$ cat config.mk
export PLATFORM = sky130hd
export DESIGN_NAME = hazard_stall_ctrl
export DESIGN_NICKNAME = d
export VERILOG_FILES = /design/src/rtl/hazard_stall_ctrl.sv
export SDC_FILE = /design/constraint.sdc
export NUM_CORES = 1
export LEC_CHECK = 0
export BUFFER_PORTS_ARGS = -buffer_cell sky130_fd_sc_hd__buf_2
export CORE_MARGIN = 4
export CORE_UTILIZATION = 40
export DETAILED_ROUTE_END_ITERATION = 12
export PLACE_DENSITY_LB_ADDON = 0.3
export SLEW_MARGIN = 10
export SYNTH_ARGS = -nofsm -noshare
export SYNTH_HDL_FRONTEND = slang
export SYNTH_SLANG_ARGS = --single-unit
$ cat constraint.sdc
create_clock -name clk -period 1.4 [get_ports clk]
set_input_delay 0.14 -clock clk [delete_from_list [all_inputs] [get_ports clk]]
set_output_delay 0.14 -clock clk [all_outputs]
set_load 0.02 [all_outputs]
$ cat src/rtl/hazard_stall_ctrl.sv
// hazard_stall_ctrl: pipeline hazard controller for the IF/ID register, the PC and the
// ID/EX bubble. It detects load-use hazards, mult/div busy hazards, taken branches, jumps
// and exceptions. A 2-state FSM with a latency counter keeps MDBusy high for the full
// duration of a mult/div operation.
//
// Optional feature: define HAZARD_PERF_CNT_EN to add the StallCycles/FlushCycles counters.
//
// Ports:
//   clk, reset           - clock (rising edge), asynchronous active-low reset
//   ID_Rs/ID_Rt          - source registers of the instruction in ID
//   ID_UsesRs/ID_UsesRt  - ID instruction reads the corresponding source register
//   ID_Jump              - ID instruction is a jump resolved in ID
//   ID_MDStart/IsDiv     - ID instruction starts mult/multu (IsDiv=0) or div/divu (IsDiv=1)
//   ID_MDUse             - ID instruction needs the mult/div unit idle
//   EX_MemRead/EX_Rt     - EX instruction is a load, and its destination register
//   EX_BranchTaken       - branch in EX resolved taken
//   ExcReq               - exception/interrupt redirect this cycle
//   PCWrite, IF_ID_Write - PC and IF/ID register write enables
//   IF_ID_Flush          - active-low IF/ID flush
//   ID_EX_Bubble         - zero the ID/EX control fields
//   MDBusy               - mult/div unit busy
//   StallCycles, FlushCycles (HAZARD_PERF_CNT_EN only) - free-running event counters
module hazard_stall_ctrl #(
  parameter int unsigned MUL_CYCLES = 4,
  parameter int unsigned DIV_CYCLES = 32,
  parameter int unsigned CNT_W      = 6
) (
  input  logic        clk,
  input  logic        reset,
  input  logic [4:0]  ID_Rs,
  input  logic [4:0]  ID_Rt,
  input  logic        ID_UsesRs,
  input  logic        ID_UsesRt,
  input  logic        ID_Jump,
  input  logic        ID_MDStart,
  input  logic        ID_MDIsDiv,
  input  logic        ID_MDUse,
  input  logic        EX_MemRead,
  input  logic [4:0]  EX_Rt,
  input  logic        EX_BranchTaken,
  input  logic        ExcReq,
  output logic        PCWrite,
  output logic        IF_ID_Write,
  output logic        IF_ID_Flush,
  output logic        ID_EX_Bubble,
`ifdef HAZARD_PERF_CNT_EN
  output logic [31:0] StallCycles,
  output logic [31:0] FlushCycles,
`endif
  output logic        MDBusy
);

  typedef enum logic [0:0] {StRun, StMdBusy} state_e;

  state_e             state_q;
  logic [CNT_W-1:0]   md_cnt_q;

  logic md_busy;
  logic lu_haz;
  logic md_haz;
  logic stall;
  logic issue;

  assign md_busy = (state_q == StMdBusy);
  assign MDBusy  = md_busy;

  // Register $0 is hardwired to zero, so a load to it never creates a dependency.
  assign lu_haz = EX_MemRead && (EX_Rt != 5'd0) &&
                  ((ID_UsesRs && (ID_Rs == EX_Rt)) || (ID_UsesRt && (ID_Rt == EX_Rt)));
  assign md_haz = ID_MDUse && md_busy;
  assign stall  = lu_haz || md_haz;
  assign issue  = ID_MDStart && !ExcReq && !EX_BranchTaken && !stall;

  // Priority-ordered control decode; outputs are held at their idle values during reset.
  always_comb begin
    PCWrite      = 1'b1;
    IF_ID_Write  = 1'b1;
    IF_ID_Flush  = 1'b1;
    ID_EX_Bubble = 1'b0;
    if (!reset) begin
      PCWrite      = 1'b1;
    end else if (ExcReq || EX_BranchTaken) begin
      IF_ID_Flush  = 1'b0;
      ID_EX_Bubble = 1'b1;
    end else if (stall) begin
      PCWrite      = 1'b0;
      IF_ID_Write  = 1'b0;
      ID_EX_Bubble = 1'b1;
    end else if (ID_Jump) begin
      // A stalled jump lands in the branch above, so the flush only fires once it advances.
      IF_ID_Flush  = 1'b0;
    end
  end

  // Mult/div latency FSM: MDBusy stays high for exactly the loaded count after issue.
  always_ff @(posedge clk or negedge reset) begin
    if (!reset) begin
      state_q  <= StRun;
      md_cnt_q <= '0;
    end else if (ExcReq) begin
      // The redirect aborts any in-flight mult/div operation.
      state_q  <= StRun;
      md_cnt_q <= '0;
    end else begin
      unique case (state_q)
        StRun: begin
          if (issue) begin
            md_cnt_q <= ID_MDIsDiv ? CNT_W'(DIV_CYCLES) : CNT_W'(MUL_CYCLES);
            state_q  <= StMdBusy;
          end
        end
        StMdBusy: begin
          md_cnt_q <= md_cnt_q - 1'b1;
          if (md_cnt_q == CNT_W'(1)) begin
            state_q <= StRun;
          end
        end
        default: begin
          state_q  <= StRun;
          md_cnt_q <= '0;
        end
      endcase
    end
  end

`ifdef HAZARD_PERF_CNT_EN
  logic stall_evt;

  // Counts only cycles where the stall decision actually wins the priority order.
  assign stall_evt = stall && !ExcReq && !EX_BranchTaken;

  always_ff @(posedge clk or negedge reset) begin
    if (!reset) begin
      StallCycles <= '0;
      FlushCycles <= '0;
    end else begin
      if (stall_evt) begin
        StallCycles <= StallCycles + 32'd1;
      end
      if (!IF_ID_Flush) begin
        FlushCycles <= FlushCycles + 32'd1;
      end
    end
  end
`endif

endmodule
==> results.json, run 1 <==
{
  "outcome": "complete, but fails checks",
  "failed_checks": "setup timing",
  "routed.top_layer": "met4",
  "reg2reg_depth": 6,
  "critPathArrivalTime_ns": 1.57,
  "met3WireLength_um": 134,
  "synth_edf_count": 0,
  "wl_per_cell_um": 12.8,
  "clock_sinks": 7,
  "cts_root_buf": "clkbuf_4",
  "nFillCells": 124,
  "row_count": 14,
  "yosys.area.top_type": "dfrtp_1",
  "final_layout_size_suffix_gt1_frac": 0.477,
  "period_needed_ns": 1.71,
  "synthCells": 80,
  "min_to": "md_cnt_q[4]",
  "worst_slew_pin_slew_ns": 0.367,
  "wl_mm": 1.88,
  "final_nets": 159,
  "regArea_um2": 175,
  "ys_warn_count": 0,
  "htreeDepth": 1,
  "clk_path_buf_depth": 2,
  "worstSkewPairLatency_ns": 0.25,
  "hp-start": "ExcReq",
  "relSlewSlack": 0.754,
  "die-height_um": 48.2,
  "regToRegSetupSlack_ns": 0.10,
  "dp_hpwl_mm": 1.45,
  "wl_met2_mm": 1.01,
  "fin_total_pwr_uw": 698,
  "synth_ff_type": "dfrtp_1",
  "slew_violations": 0,
  "syn_avg_cell_area_um2": 8.07,
  "drt_iter0_markers": 3,
  "num_antenna_cells": 0,
  "synthesis.nets": 108,
  "synth-async-reset-ratio": 1.00,
  "fin_crit_sh": 1.22,
  "fin_ws_ns": -0.313,
  "grt_pass1_vias": 729,
  "syn_area_um2": 646,
  "worst_ep_required_time_ns": 1.26,
  "ios": 31,
  "critPathKind": "primary input to primary output",
  "areaGrowthSynthToFinish_pct": 64.1,
  "port-buffer-count": 30,
  "start_util": 0.424,
  "p_leak_nw": 0.486,
  "yosysMostFrequentCell": "xnor2_1",
  "netlist.area_leader.share": 0.271,
  "drc": 0,
  "antenna_found_initial": 0,
  "ys_top_cells_by_area": "dfrtp_1, xnor2_1, nand2_1",
  "vias_per_cell": 5.31,
  "finalHoldViolations": 0,
  "die_w_um": 48.2,
  "grt_pass1_wl_mm": 2.88,
  "grt.overflow.total": 0,
  "endpoint_kind": "primary output",
  "met1_length_um": 693,
  "rsz0062_at_grt": "true",
  "drt_pass1_iterations": 4,
  "hold_class": "primary input to flop",
  "synth_seq_area_share": 0.271,
  "pwr_density_cell_nw_per_um2": 659,
  "crit_fanout": 3,
  "cts_tree": "done",
  "placed_area_um2": 908,
  "final_area_um2": 1060,
  "finalClockSkew_ns": 0.00347,
  "synth-seq-cells": 7,
  "ant_nets": 0,
  "r2r_start": "md_cnt_q[1]",
  "place.gp.congestion": 0.813,
  "worstSetupStartpointType": "primary input",
  "core_area_um2": 1520,
  "multi_input_area_um2": 480,
  "num_vias": 775,
  "grt_max_degree": 13,
  "synth_cell_types": 29,
  "grt_usage": 0.188,
  "clock.fmax_mhz": 584,
  "r2r-end": "md_cnt_q[4]",
  "clk_pin_slew_ns": 0.06,
  "maxCapViolations": 0,
  "dieArea_um2": 2320,
  "vdd_drop_max_v": 0.000467,
  "synth_common_cells": "xnor2_1, nand2_1, dfrtp_1, a21oi_1, inv_1",
  "cts_made_buffers": 3,
  "hold_depth": 2,
  "setup_viol": 5
}
## metal layers
metal | up-vias | global-route usage
met5 | - | 0
met4 | 0 | 0.118
met3 | 4 | 0.0443
met2 | 32 | 0.341
met1 | 356 | 0.189
li1 | 383 | -
## placed cells by master, fill, tap and decap left out, types with 3 or more instances in the layout
master	count
clkbuf_4	3
buf_4	14
a21oi_1	5
xnor2_1	13
dfrtp_1	7
inv_1	5
buf_6	8
nand2_1	10
o22ai_1	3
buf_2	26
## kinds of logic (layout without fill, tap and decap cells)
group,Yosys count,after routing,share of synthesized area
XOR/XNOR,13,13,0.176
AO/OA/AOI/OAI,22,22,0.256
buffers and inverters,9,59,0.0581
flip-flops,7,7,0.271
AND/OR/NAND/NOR,27,27,0.200
adder cells (fa/ha/maj),2,2,0.0388
## worst max-delay path: stages
cell and delay (ns):
buf_6 0.09, or4_4 0.54, o21ai_4 0.15, inv_2 0.05
a22o_1 0.21, o31a_1 0.24, buf_2 0.16
## final cells by class
class                           count  area share
Inverter                            6      0.0213
Clock buffer                        4      0.0248
Sequential cell                     7       0.165
Tap cell                           16      0.0189
Multi-Input combinational cell     64       0.453
Timing Repair Buffer               49       0.316
## power breakdown
part	switching [mW]	total (mW)	internal [mW]
clock	0.0821	0.191	0.109
sequential	0.0139	0.230	0.216
combinational	0.128	0.277	0.149
## through the flow
stage          setup TNS (ns)  hold WS [ns]  utilization  setup slack (ns)  instances
2_1_floorplan          -0.300        -0.156            -            -0.128         80
3_3_place_gp            -2.28       0.00969        0.596            -0.309        136
3_5_place_dp            -2.36        0.0138        0.596            -0.322        136
4_1_cts                 -1.21         0.200        0.681            -0.311        146
5_1_grt                 -1.50         0.231        0.695            -0.360        146
6_report                -1.24         0.222        0.695            -0.313        146
## repair_timing
item / 4_1_cts / 5_1_grt
gates resized for setup: 14 / 4
setup buffers: 5 / 0
endpoints found under the setup margin: 4 / 7
cloned: 0 / 0
pin swaps: 1 / 4
hold buffers: 1 / 0
hold endpoints to repair: 7 / 0
## worst max path at each step
stage                   from      endpoint  slack [ns]  cells past startpoint
floorplan           EX_Rt[1]  ID_EX_Bubble       -0.13                      5
global placement    EX_Rt[1]  ID_EX_Bubble       -0.31                      7
detailed placement  EX_Rt[1]  ID_EX_Bubble       -0.32                      7
CTS                 EX_Rt[1]  ID_EX_Bubble       -0.31                      7
global route        EX_Rt[1]  ID_EX_Bubble       -0.36                      7
finish              EX_Rt[1]  ID_EX_Bubble       -0.31                      7
## state kept, by name (all words and copies together), names as in the netlist
name      count
md_cnt_q      6
MDBusy        1
No activity file was read; power rests on OpenSTA's default activity.
==> run 2: changes to the inputs <==
--- a/config.mk
+++ b/config.mk
@@ -10,6 +10,7 @@
 export CORE_UTILIZATION = 40
 export DETAILED_ROUTE_END_ITERATION = 12
 export PLACE_DENSITY_LB_ADDON = 0.3
+export RECOVER_POWER = 100
 export SLEW_MARGIN = 10
 export SYNTH_ARGS = -nofsm -noshare
 export SYNTH_HDL_FRONTEND = slang
==> run 2 against run 1 <==
Effect of this change: the run still ends with setup timing left; clock power hardly changed; routed wire length shrank 0.96%; final area down 0.24%; global-route usage unchanged; fmax grew 0.11%; power down 0.21%; highest routed layer unchanged; sequential share of layout area barely moved; critical endpoint unchanged.
==> results.json, run 2 (same netlist as run 1, synthesis figures left out) <==
{
  "dieArea_um2": 2320,
  "final_common_cell": "buf_2",
  "layout_common_cells": "buf_2, buf_4, xnor2_1, nand2_1, buf_6",
  "reg2reg_depth": 6,
  "critPathArrivalTime_ns": 1.57,
  "p_leak_nw": 0.479,
  "met1_length_um": 679,
  "num_antenna_cells": 0,
  "path_delay_family": "compound AO/OA/AOI/OAI gates",
  "htreeDepth": 1,
  "r2r-end": "md_cnt_q[4]",
  "largest-register": "md_cnt_q",
  "clk_path_buf_depth": 2,
  "met3WireLength_um": 139,
  "slew_violations": 0,
  "path_cells": "buf_6 > or4_4 > o21ai_4 > inv_2 > a22o_1 > o31a_1 > buf_2",
  "grt_max_degree": 13,
  "pwr_density_cell_nw_per_um2": 659,
  "regArea_um2": 175,
  "finalHoldViolations": 0,
  "grt.overflow.total": 0,
  "worstSetupStartpointType": "primary input",
  "drt_iter0_markers": 3,
  "vias_per_cell": 5.26,
  "period_needed_ns": 1.71,
  "fin_total_pwr_uw": 697,
  "rsz0062_at_grt": "true",
  "maxCapViolations": 0,
  "worst_slew_pin_slew_ns": 0.366,
  "regToRegSetupSlack_ns": 0.10,
  "failed_checks": "setup timing",
  "outcome": "complete, but fails checks",
  "ios": 31,
  "hold_class": "primary input to flop",
  "crit_fanout": 3,
  "finalClockSkew_ns": 0.00347,
  "grt_usage": 0.188,
  "die-height_um": 48.2,
  "wl_per_cell_um": 12.7,
  "crit_buf_inv": 3,
  "antenna_found_initial": 0,
  "wl_mm": 1.86,
  "clk_pin_slew_ns": 0.06,
  "final_layout_size_suffix_gt1_frac": 0.462,
  "worst_ep_required_time_ns": 1.26,
  "start_util": 0.424,
  "row_count": 14,
  "cts_tree": "done",
  "nFillCells": 126,
  "worstSkewPairLatency_ns": 0.25,
  "fin_ws_ns": -0.311,
  "clock.fmax_mhz": 584,
  "r2r_start": "md_cnt_q[1]",
  "drt_pass1_iterations": 4,
  "fin_crit_sh": 1.22,
  "cts_made_buffers": 3,
  "cts_root_buf": "clkbuf_4",
  "ant_nets": 0,
  "die_w_um": 48.2,
  "slowest_stage": "or4_4",
  "setup_viol": 5,
  "core_area_um2": 1520,
  "hp-start": "ExcReq",
  "relSlewSlack": 0.755,
  "whs_ns": 0.212,
  "largest_reg_flops": 6,
  "grt_pass1_vias": 729,
  "routed.top_layer": "met4",
  "vdd_drop_max_v": 0.000467,
  "drc": 0,
  "min_to": "md_cnt_q[4]",
  "cpPeakStageDelay_ns": 0.54,
  "port-buffer-count": 30,
  "dp_hpwl_mm": 1.45,
  "path_depth": 7,
  "grt_pass1_wl_mm": 2.88,
  "critPathKind": "primary input to primary output",
  "clock_sinks": 7,
  "endpoint_kind": "primary output",
  "multi_input_area_um2": 480,
  "areaGrowthSynthToFinish_pct": 63.8,
  "final_nets": 159,
  "place.gp.congestion": 0.813,
  "wl_met2_um": 995,
  "num_vias": 768,
  "hold_depth": 2,
  "startpoint": "EX_Rt[1]"
}
-- run 2: cell types whose count changed in the layout (fill, tap and decap cells not counted), sizes merged --
| cell | previous run | this run |
|---|---|---|
| buf | 48 | 46 |
| clkbuf | 4 | 6 |
-- run 2: per-stage QoR --
step	setup WS [ns]	area [um2]	std cells	utilization	setup TNS [ns]
after floorplan	-0.128	656	80	-	-0.300
after global placement	-0.309	908	136	0.596	-2.28
after detailed placement	-0.322	908	136	0.596	-2.36
after CTS	-0.311	1040	146	0.681	-1.21
after global routing	-0.360	1060	146	0.694	-1.50
final	-0.311	1060	146	0.694	-1.24
-- run 2: layout make-up --
| type | instances | share of cell area |
|---|---|---|
| timing repair buffer | 49 | 0.315 |
| multi-input combinational | 64 | 0.454 |
| clock buffer | 4 | 0.0249 |
| tap | 16 | 0.0189 |
| sequential | 7 | 0.166 |
| inverter | 6 | 0.0213 |
-- run 2: what timing repair did --
action	CTS	global route
hold endpoints to repair	7	0
setup endpoints to repair	4	7
gates resized for setup	14	4
hold buffers	1	0
pin swaps	1	4
buffers inserted	5	0
-- run 2: how the worst max path moves through the flow --
stage / end / slack (ns)
after global routing: ID_EX_Bubble / -0.36
final: ID_EX_Bubble / -0.31
after detailed placement: ID_EX_Bubble / -0.32
after CTS: ID_EX_Bubble / -0.31
after floorplan: ID_EX_Bubble / -0.13
after global placement: ID_EX_Bubble / -0.31
-- run 2: metal layers --
metal,vias up,global-route usage
li1,383,-
met1,350,0.189
met2,31,0.341
met3,4,0.0443
met4,0,0.118
met5,-,0
-- run 2: report_power, final --
part,internal [mW],switching [mW],total (mW)
Clock,0.109,0.0821,0.191
Sequential,0.216,0.0138,0.230
Combinational,0.148,0.128,0.276
Total,0.473,0.224,0.697
